<file path="src/rtl/wb_i2c_dac_sched.sv">
// Round-robin scheduler sharing one I2C4BYTES DAC write engine between N_REQ requesters.
// Sequences ENABLE with setup/hold/gap timing and waits for engine completion or timeout.
//
// state | meaning
// IDLE  | waiting for any request; grants round-robin and latches payload
// SETUP | payload stable on engine inputs, enable low
// FIRE  | enable held high
// WAIT  | enable low, waiting for sticky engine done or timeout
// GAP   | enable low spacing; done/err pulse on the last cycle
module wb_i2c_dac_sched #(
  parameter int N_REQ       = 3,
  parameter int SETUP_CYC   = 4,
  parameter int ENABLE_CYC  = 8,
  parameter int TIMEOUT_CYC = 1000,
  parameter int GAP_CYC     = 4
) (
  input  logic                  clk_i,
  input  logic                  rst_ni,
  input  logic [N_REQ-1:0]      req_i,
  input  logic [2*N_REQ-1:0]    lines_i,
  input  logic [16*N_REQ-1:0]   data12_i,
  input  logic [16*N_REQ-1:0]   data34_i,
  output logic [N_REQ-1:0]      gnt_o,
  output logic [N_REQ-1:0]      done_o,
  output logic                  err_o,
  output logic                  busy_o,
  output logic [1:0]            i2c_lines_o,
  output logic [15:0]           i2c_data12_o,
  output logic [15:0]           i2c_data34_o,
  output logic                  i2c_enable_o,
  input  logic                  i2c_done_i
);

  // Zero-valued timing parameters behave as one cycle
  localparam int SETUP_N   = (SETUP_CYC   < 1) ? 1 : SETUP_CYC;
  localparam int ENABLE_N  = (ENABLE_CYC  < 1) ? 1 : ENABLE_CYC;
  localparam int TIMEOUT_N = (TIMEOUT_CYC < 1) ? 1 : TIMEOUT_CYC;
  localparam int GAP_N     = (GAP_CYC     < 1) ? 1 : GAP_CYC;
  localparam int MAX_A     = (SETUP_N > ENABLE_N) ? SETUP_N : ENABLE_N;
  localparam int MAX_B     = (TIMEOUT_N > GAP_N) ? TIMEOUT_N : GAP_N;
  localparam int MAX_C     = (MAX_A > MAX_B) ? MAX_A : MAX_B;
  localparam int CW        = $clog2(MAX_C) + 1;
  localparam int PW        = (N_REQ > 1) ? $clog2(N_REQ) : 1;

  localparam logic [CW-1:0] SETUP_LD   = CW'(SETUP_N - 1);
  localparam logic [CW-1:0] ENABLE_LD  = CW'(ENABLE_N - 1);
  localparam logic [CW-1:0] TIMEOUT_LD = CW'(TIMEOUT_N - 1);
  localparam logic [CW-1:0] GAP_LD     = CW'(GAP_N - 1);

  typedef enum logic [2:0] {ST_IDLE, ST_SETUP, ST_FIRE, ST_WAIT, ST_GAP} state_t;

  state_t             r_state;
  logic [CW-1:0]      r_cnt;
  logic [PW-1:0]      r_ptr;
  logic [PW-1:0]      r_sel;
  logic               r_sticky;
  logic               r_timeout;
  logic [N_REQ-1:0]   r_gnt;
  logic [N_REQ-1:0]   r_done;
  logic               r_err;
  logic               r_busy;
  logic [1:0]         r_lines;
  logic [15:0]        r_data12;
  logic [15:0]        r_data34;
  logic               r_enable;

  logic               w_found;
  logic [PW-1:0]      w_sel;

  // First set request after the pointer, wrapping modulo N_REQ
  always_comb begin
    w_found = 1'b0;
    w_sel   = '0;
    for (int k = 1; k <= N_REQ; k++) begin
      if (!w_found && req_i[(int'(r_ptr) + k) % N_REQ]) begin
        w_found = 1'b1;
        w_sel   = PW'((int'(r_ptr) + k) % N_REQ);
      end
    end
  end

  always_ff @(posedge clk_i or negedge rst_ni) begin
    if (!rst_ni) begin
      r_state   <= ST_IDLE;
      r_cnt     <= '0;
      r_ptr     <= PW'(N_REQ - 1);
      r_sel     <= '0;
      r_sticky  <= 1'b0;
      r_timeout <= 1'b0;
      r_gnt     <= '0;
      r_done    <= '0;
      r_err     <= 1'b0;
      r_busy    <= 1'b0;
      r_lines   <= '0;
      r_data12  <= '0;
      r_data34  <= '0;
      r_enable  <= 1'b0;
    end else begin
      r_done <= '0;
      r_err  <= 1'b0;
      if ((r_state == ST_FIRE || r_state == ST_WAIT) && i2c_done_i)
        r_sticky <= 1'b1;
      case (r_state)
        ST_IDLE: begin
          if (w_found) begin
            r_state  <= ST_SETUP;
            r_cnt    <= SETUP_LD;
            r_sel    <= w_sel;
            r_gnt    <= N_REQ'(1) << w_sel;
            r_busy   <= 1'b1;
            r_sticky <= 1'b0;
            r_lines  <= lines_i[2*int'(w_sel) +: 2];
            r_data12 <= data12_i[16*int'(w_sel) +: 16];
            r_data34 <= data34_i[16*int'(w_sel) +: 16];
          end
        end
        ST_SETUP: begin
          if (r_cnt == '0) begin
            r_state  <= ST_FIRE;
            r_cnt    <= ENABLE_LD;
            r_enable <= 1'b1;
          end else begin
            r_cnt <= r_cnt - 1'b1;
          end
        end
        ST_FIRE: begin
          if (r_cnt == '0) begin
            r_state  <= ST_WAIT;
            r_cnt    <= TIMEOUT_LD;
            r_enable <= 1'b0;
          end else begin
            r_cnt <= r_cnt - 1'b1;
          end
        end
        ST_WAIT: begin
          if (r_sticky || r_cnt == '0) begin
            r_state   <= ST_GAP;
            r_cnt     <= GAP_LD;
            r_timeout <= !r_sticky;
            // Single-cycle gap: the pulse lands in the first (and last) gap cycle
            if (GAP_LD == '0) begin
              r_done <= r_gnt;
              r_err  <= !r_sticky;
            end
          end else begin
            r_cnt <= r_cnt - 1'b1;
          end
        end
        ST_GAP: begin
          if (r_cnt == '0) begin
            r_state <= ST_IDLE;
            r_gnt   <= '0;
            r_busy  <= 1'b0;
            r_ptr   <= r_sel;
          end else begin
            r_cnt <= r_cnt - 1'b1;
            if (r_cnt == CW'(1)) begin
              r_done <= r_gnt;
              r_err  <= r_timeout;
            end
          end
        end
        default: r_state <= ST_IDLE;
      endcase
    end
  end

  assign gnt_o        = r_gnt;
  assign done_o       = r_done;
  assign err_o        = r_err;
  assign busy_o       = r_busy;
  assign i2c_lines_o  = r_lines;
  assign i2c_data12_o = r_data12;
  assign i2c_data34_o = r_data34;
  assign i2c_enable_o = r_enable;

endmodule
</file>
<file path="config.mk">
export PLATFORM = sky130hd
export DESIGN_NAME = wb_i2c_dac_sched
export DESIGN_NICKNAME = d
export VERILOG_FILES = /design/src/rtl/wb_i2c_dac_sched.sv
export SDC_FILE = /design/constraint.sdc
export NUM_CORES = 1
export LEC_CHECK = 0
export ABC_AREA = 1
export BUFFER_PORTS_ARGS = -buffer_cell sky130_fd_sc_hd__buf_4
export CORE_AREA = 3 3 112 114
export DETAILED_ROUTE_END_ITERATION = 16
export DIE_AREA = 0 0 115 117
export SLEW_MARGIN = 10
export SYNTH_ARGS = -nofsm -noshare
export SYNTH_HDL_FRONTEND = slang
export SYNTH_SLANG_ARGS = --single-unit
</file>
<file path="constraint.sdc">
create_clock -name clk_i -period 2.1 [get_ports clk_i]
set_input_delay 0.42 -clock clk_i [delete_from_list [all_inputs] [get_ports clk_i]]
set_output_delay 0.42 -clock clk_i [all_outputs]
set_load 0.02 [all_outputs]
</file>
; Word level (Yosys, flattened, before mapping)
; Cells that the tools add are included.
[totals]
regBits = 63
[op_classes]
n_eq_ne = 11
shifts = 4
n_mux = 43
n_reduce_logical = 20
n_lt_le_gt_ge = 3
n_div = 3
addsub = 4
[ops]
columns = cell, count
row1 = "less-than comparator 32 x 4 -> 1 bit, second input constant", 3
row2 = "modulo 32 x 3 -> 32 bit, second input constant", 3
row3 = variable part select 48 x 7 -> 16 bit, 2
row4 = two-way mux 11 bit, 5
row5 = one-hot mux 11 bit (5 select lines), 1
row6 = two-way mux 3 bit, 9
row7 = two-way mux 1 bit, 18
row8 = one-hot mux 3 bit (5 select lines), 1
row9 = "equality test 11 x 1 -> 1 bit, second input constant", 1
row10 = logical NOT 11 bit, 1
row11 = "subtractor 11 x 1 -> 11 bit, second input constant", 1
row12 = AND reduction 3 bit, 3
row13 = "!= test 2 bit, second input constant", 4
row14 = "adder 2 x 2 -> 3 bit, second input constant", 2
row15 = binary-select mux 1 bit (select 2 bit), 3
row16 = "equality test 3 x 2 -> 1 bit, second input constant", 2
row17 = two-way mux 2 bit, 3
row18 = one-hot mux 3 bit (2 select lines), 1
row19 = AND reduction 2 bit, 3
row20 = variable part select 6 x 4 -> 2 bit, 1
row21 = AND reduction 5 bit, 1
row22 = nonzero test 5 bit, 1
row23 = "!= test 2 x 1 -> 1 bit, second input constant", 2
row24 = one-hot mux 1 bit (2 select lines), 2
row25 = other kinds (9), 15

; Depth between registers and ports, before layout
[logic_depth]
ltp_word = 15
ltp_mapped = 15
depth_no_buf = 15

; Worst setup path before layout
; OpenSTA, ideal clock, no wires.
[synth_timing]
kind = reg-to-reg
start = register r_ptr[1]
end = register r_data12[0] (netlist: i2c_data12_o[0])
path_slack_ps = 136
required_time_ps = 1987
t_arrival_ps = 1851
n_path_buf = 3
setup_time_ps = 113
synth_period_minus_slack_ps = 1964
stages_incl_launch_ff = 14
path_cell_list = dfstp_2 > ha_1 > buf_6 > nand2_1 > nand3_2 > nand2_4 > nand3_4 > nand2_4 > inv_2 > buf_6 > buf_6 > or2_0 > nand2_1 > inv_1
[synth_via]
elab_chain_cells = 13
elab_cells_between_ends = 27
[synth_lines]
columns = item, line_no
row1 = from (decl), 54  ; logic [PW-1:0] r_ptr;
row2 = from (signal assigned), 86  ; r_ptr <= PW'(N_REQ - 1);
row3 = from (signal assigned), 154  ; r_ptr <= r_sel;
row4 = adder 2 x 1 -> 3 bit, "75, 77"
row5 = modulo 32 x 3 -> 32 bit, "75, 77"
row6 = binary-select mux 1 bit (select 2 bit), 75  ; if (!w_found && req_i[(int'(r_ptr) + k) % N_REQ]) begin
row7 = two-way mux 1 bit (implied by the code) (2 in series), 75
row8 = two-way mux 1 bit, 75
row9 = logical NOT 1 bit, 75
row10 = logical AND 1 bit, 75
row11 = two-way mux 1 bit, 75
row12 = logical NOT 1 bit, 75
row13 = logical AND 1 bit, 75
row14 = two-way mux 2 bit / two-way mux 1 bit (equally long branches), 75
row15 = variable part select 48 x 7 -> 16 bit / AND reduction 2 bit (equally long branches), --
row16 = to (signal assigned), 113  ; r_data12 <= data12_i[16*int'(w_sel) +: 16];
row17 = to (decl), 63  ; logic [15:0] r_data12;
; Several ways; a longest one is shown, not always the timed one. The select of a mux whose other input is x is not followed.
; A chain may end at the register's enable or synchronous reset.

; Worst setup path after layout
[layout_timing]
start = register r_ptr[1]
end = register r_data12[2] (netlist: i2c_data12_o[2])
; Same word-level chain as after synthesis.

==> impl_metrics.yaml <==
placement:
  place_ws_ps: -244.9
  routabilityCongestion: 0.8653
  portBuffers: 150
  dp_hpwl_um: 9857
  postPlaceCellArea_um2: 5385
detailed_routing:
  drcViolationCount: 0
  drt_wl_total_um: 14220
  wl_per_cell_um: 16.57
  drt_iter0_drc: 280
  antenna_left: 0
  drtPass1Iterations: 6
  vias: 4403
  viasPerCell: 5.132
synthesis:
  synth_top_family_by_area: "simple AND/OR/NAND/NOR gates"
  seq_area_frac_synth_pct: 38.91
  yosysUniqueCellTypes: 39
  yosys.area_share.simple_pct: 37.98
  synth_most_common_cell: "nand3_1"
  synth_top_cell_by_area: "dfrtp_1"
  synth-compound-area-share_pct: 9.040
  synthMuxAreaShare_pct: 0
  yosysTopAreaCellShare_pct: 38.26
  synthTopCellsByArea: "dfrtp_1 (38%), nand3_1 (15%), nand2_1 (8.3%), inv_1 (6.2%), a21oi_1 (4.7%)"
  synthCells: 542
  yosys.area_share.xor_xnor_pct: 0.8639
  synth-edff-count: 0
  syn_nets: 655
  syn_area_per_cell_um2: 7.482
  ys_seq_elements: 63
  ys.flop_type: "dfrtp_1"
  synth_common_cells: "nand3_1 (122), nand2_1 (90), inv_1 (67)"
  async_flop_share_pct: 100.0
  yosys_warnings: 0
  synthAdderAreaFrac_pct: 1.543
  synth_area_um2: 4055
die:
  num_rows: 39
  fp.dieH_um: 117
  io_pins: 151
  core_area_um2: 11520
  die_w_um: 115
  fp.dieArea_um2: 13460
  start_util_pct: 35.21
run:
  maxCapViolCount: 0
layout:
  multi_input_area_um2: 2381
  area_delta_synth_final_pct: 53.84
  nNetsFinal: 823
  drive_gt1_share_pct: 39.44
  num_antenna_cells: 0
  regArea_um2: 1578
  stdcell_area_um2: 6238
  post-route-util_pct: 54.17
  nFillCells: 1056
sta:
  finalCritPeriodShare_pct: 101.1
  final-setup-viol-count: 7
  max_freq_mhz: 471.0
  rsz0062_at_grt: "true"
  fin_crit_ps: 2123
  setup_ws_ps: -23.03
  fin_tns_setup_ps: -84.54
  worst_pin_slew_ps: 494.2
  hold_viol: 0
  slew_headroom_pct: 67.05
  final_max_slew_viol_count: 0
  skew_ps: 8.231
status:
  status: "complete, but fails checks"
  violations: "negative setup slack"
power_and_ir_drop:
  p_per_area_nw_per_um2: 1507
  cellLeakagePower_nw: 3.075
  ir_worst_vdd_v: 0.0005533
  total_power_mw: 9.400
clock_tree:
  clock-root-buffer: "clkbuf_16"
  htree_levels: 3
  path_clk_slew_ps: 60
  cts_tree: "done"
  cts_buffers: 9
  insertion_delay_ps: 330
  clockBufferDepth: 2
  clock-sinks: 63
grt:
  overflow: 0
  grt_pass1_wl_um: 21630
  grtUsageTotal_pct: 20.30
  grt_max_degree: 39
  antenna_found_initial: 0
  grt_pass1_vias: 4403
hold_path:
  hold_class: "input pin to asynchronous set/reset pin"
critical_path:
  cp-end-kind: "flip-flop"
  cp.arrival_ps: 2350
  critPathKind: "flip-flop to flip-flop"
  critPathLaunchType: "flip-flop"
  crit_fanout: 9
  worst-endpoint-required_ps: 2320
[stage by stage]
step | cells | hold slack (ps)
3_5_place_dp | 832 | 409.5
6_report | 858 | 51.84
4_1_cts | 855 | 56.26
2_1_floorplan | 542 | 124.4
5_1_grt | 858 | 69.58
3_3_place_gp | 832 | 407.6
[registers in the layout (all words and copies together) (netlist names)]
| signal | flops |
|---|---|
| busy_o | 1 |
| i2c_lines_o | 2 |
| i2c_data12_o | 16 |
| i2c_data34_o | 16 |
| r_state | 3 |
| r_sel | 2 |
| r_sticky | 1 |
| i2c_enable_o | 1 |
| r_cnt | 11 |
| err_o | 1 |
| done_o | 3 |
| gnt_o | 3 |
| r_timeout | 1 |
| r_ptr | 2 |
[path summary, 6_finish.rpt]
kind | to | slack [ps] | startpoint | cells past startpoint
worst max-delay path | i2c_data12_o[2] | -20 | r_ptr[1] | 12
min in group clk_i | r_sticky | 400 | i2c_done_i | 3
worst min register to register | r_ptr[1] | 490 | r_sel[1] | 2
worst max register to register | i2c_data12_o[2] | -20 | r_ptr[1] | 12
max in group asynchronous | r_ptr[1] | 1440 | rst_ni | 2
worst min-delay path | i2c_data34_o[1] | 50 | rst_ni | 1
[layout make-up]
cell class                      count  share of cell area (%)
Multi-Input combinational cell    379                   38.17
Sequential cell                    63                   25.29
Timing Repair Buffer              181                   24.13
Inverter                           76                   4.894
Clock buffer                       10                   3.670
Tap cell                          143                   2.868
Clock inverter                      6                  0.9828
[cell families (layout without fill, tap and decap cells)]
logic type | after synthesis | in the layout
fa+ha+maj | 5 | 5
buf+inv | 102 | 273
simple gates | 301 | 303
flops | 63 | 63
compound gates | 67 | 67
xor+xnor | 4 | 4
[report_power, final]
group / leakage (nW) / internal, mW / switching (mW) / total, mW
clock: 0.142 / 0.915 / 0.565 / 1.48
combinational: 2.18 / 2.36 / 3.53 / 5.89
sequential: 0.754 / 1.72 / 0.308 / 2.03
[critical path, cell delays in order (launching register included)]
cell and delay [ps]:
dfstp_2 550, buf_6 110, ha_4 240, o21ai_4 210
nand2_8 110, nand4_4 90, nand2_4 70, buf_6 150
clkbuf_16 170, a21oi_1 140, nand3_1 90, nand2_1 60
inv_1 40
[timing repair]
item | CTS | global route
cloned | 3 | 1
hold buffers | 0 | 0
setup endpoints to repair | 46 | 50
gates resized for setup | 23 | 77
pin swaps | 3 | 10
buffers inserted | 4 | 2
[placed cells by master (no fill, tap or decap), types with 7 or more instances in the layout]
master       n
nor3_1       9
a21oi_2     16
buf_4      165
o21ai_0     13
nand3_1    105
nor2_1      18
inv_1       63
or2_1       10
nand2_1     87
clkbuf_16   10
or2_0       24
nand3_2     19
dfrtp_1     62
buf_6        7
a21oi_1     16
inv_2        8
[per-layer routing]
| metal | track usage [%] | up-vias | wire [um] |
|---|---|---|---|
| met4 | 5.243 | 0 | 172 |
| met1 | 24.48 | 2125 | 5855 |
| met3 | 4.781 | 14 | 872 |
| li1 | - | 2110 | - |
| met2 | 36.46 | 154 | 7320 |
| met5 | 0 | - | 0 |
Note: power is estimated with default switching activity, not from simulation.
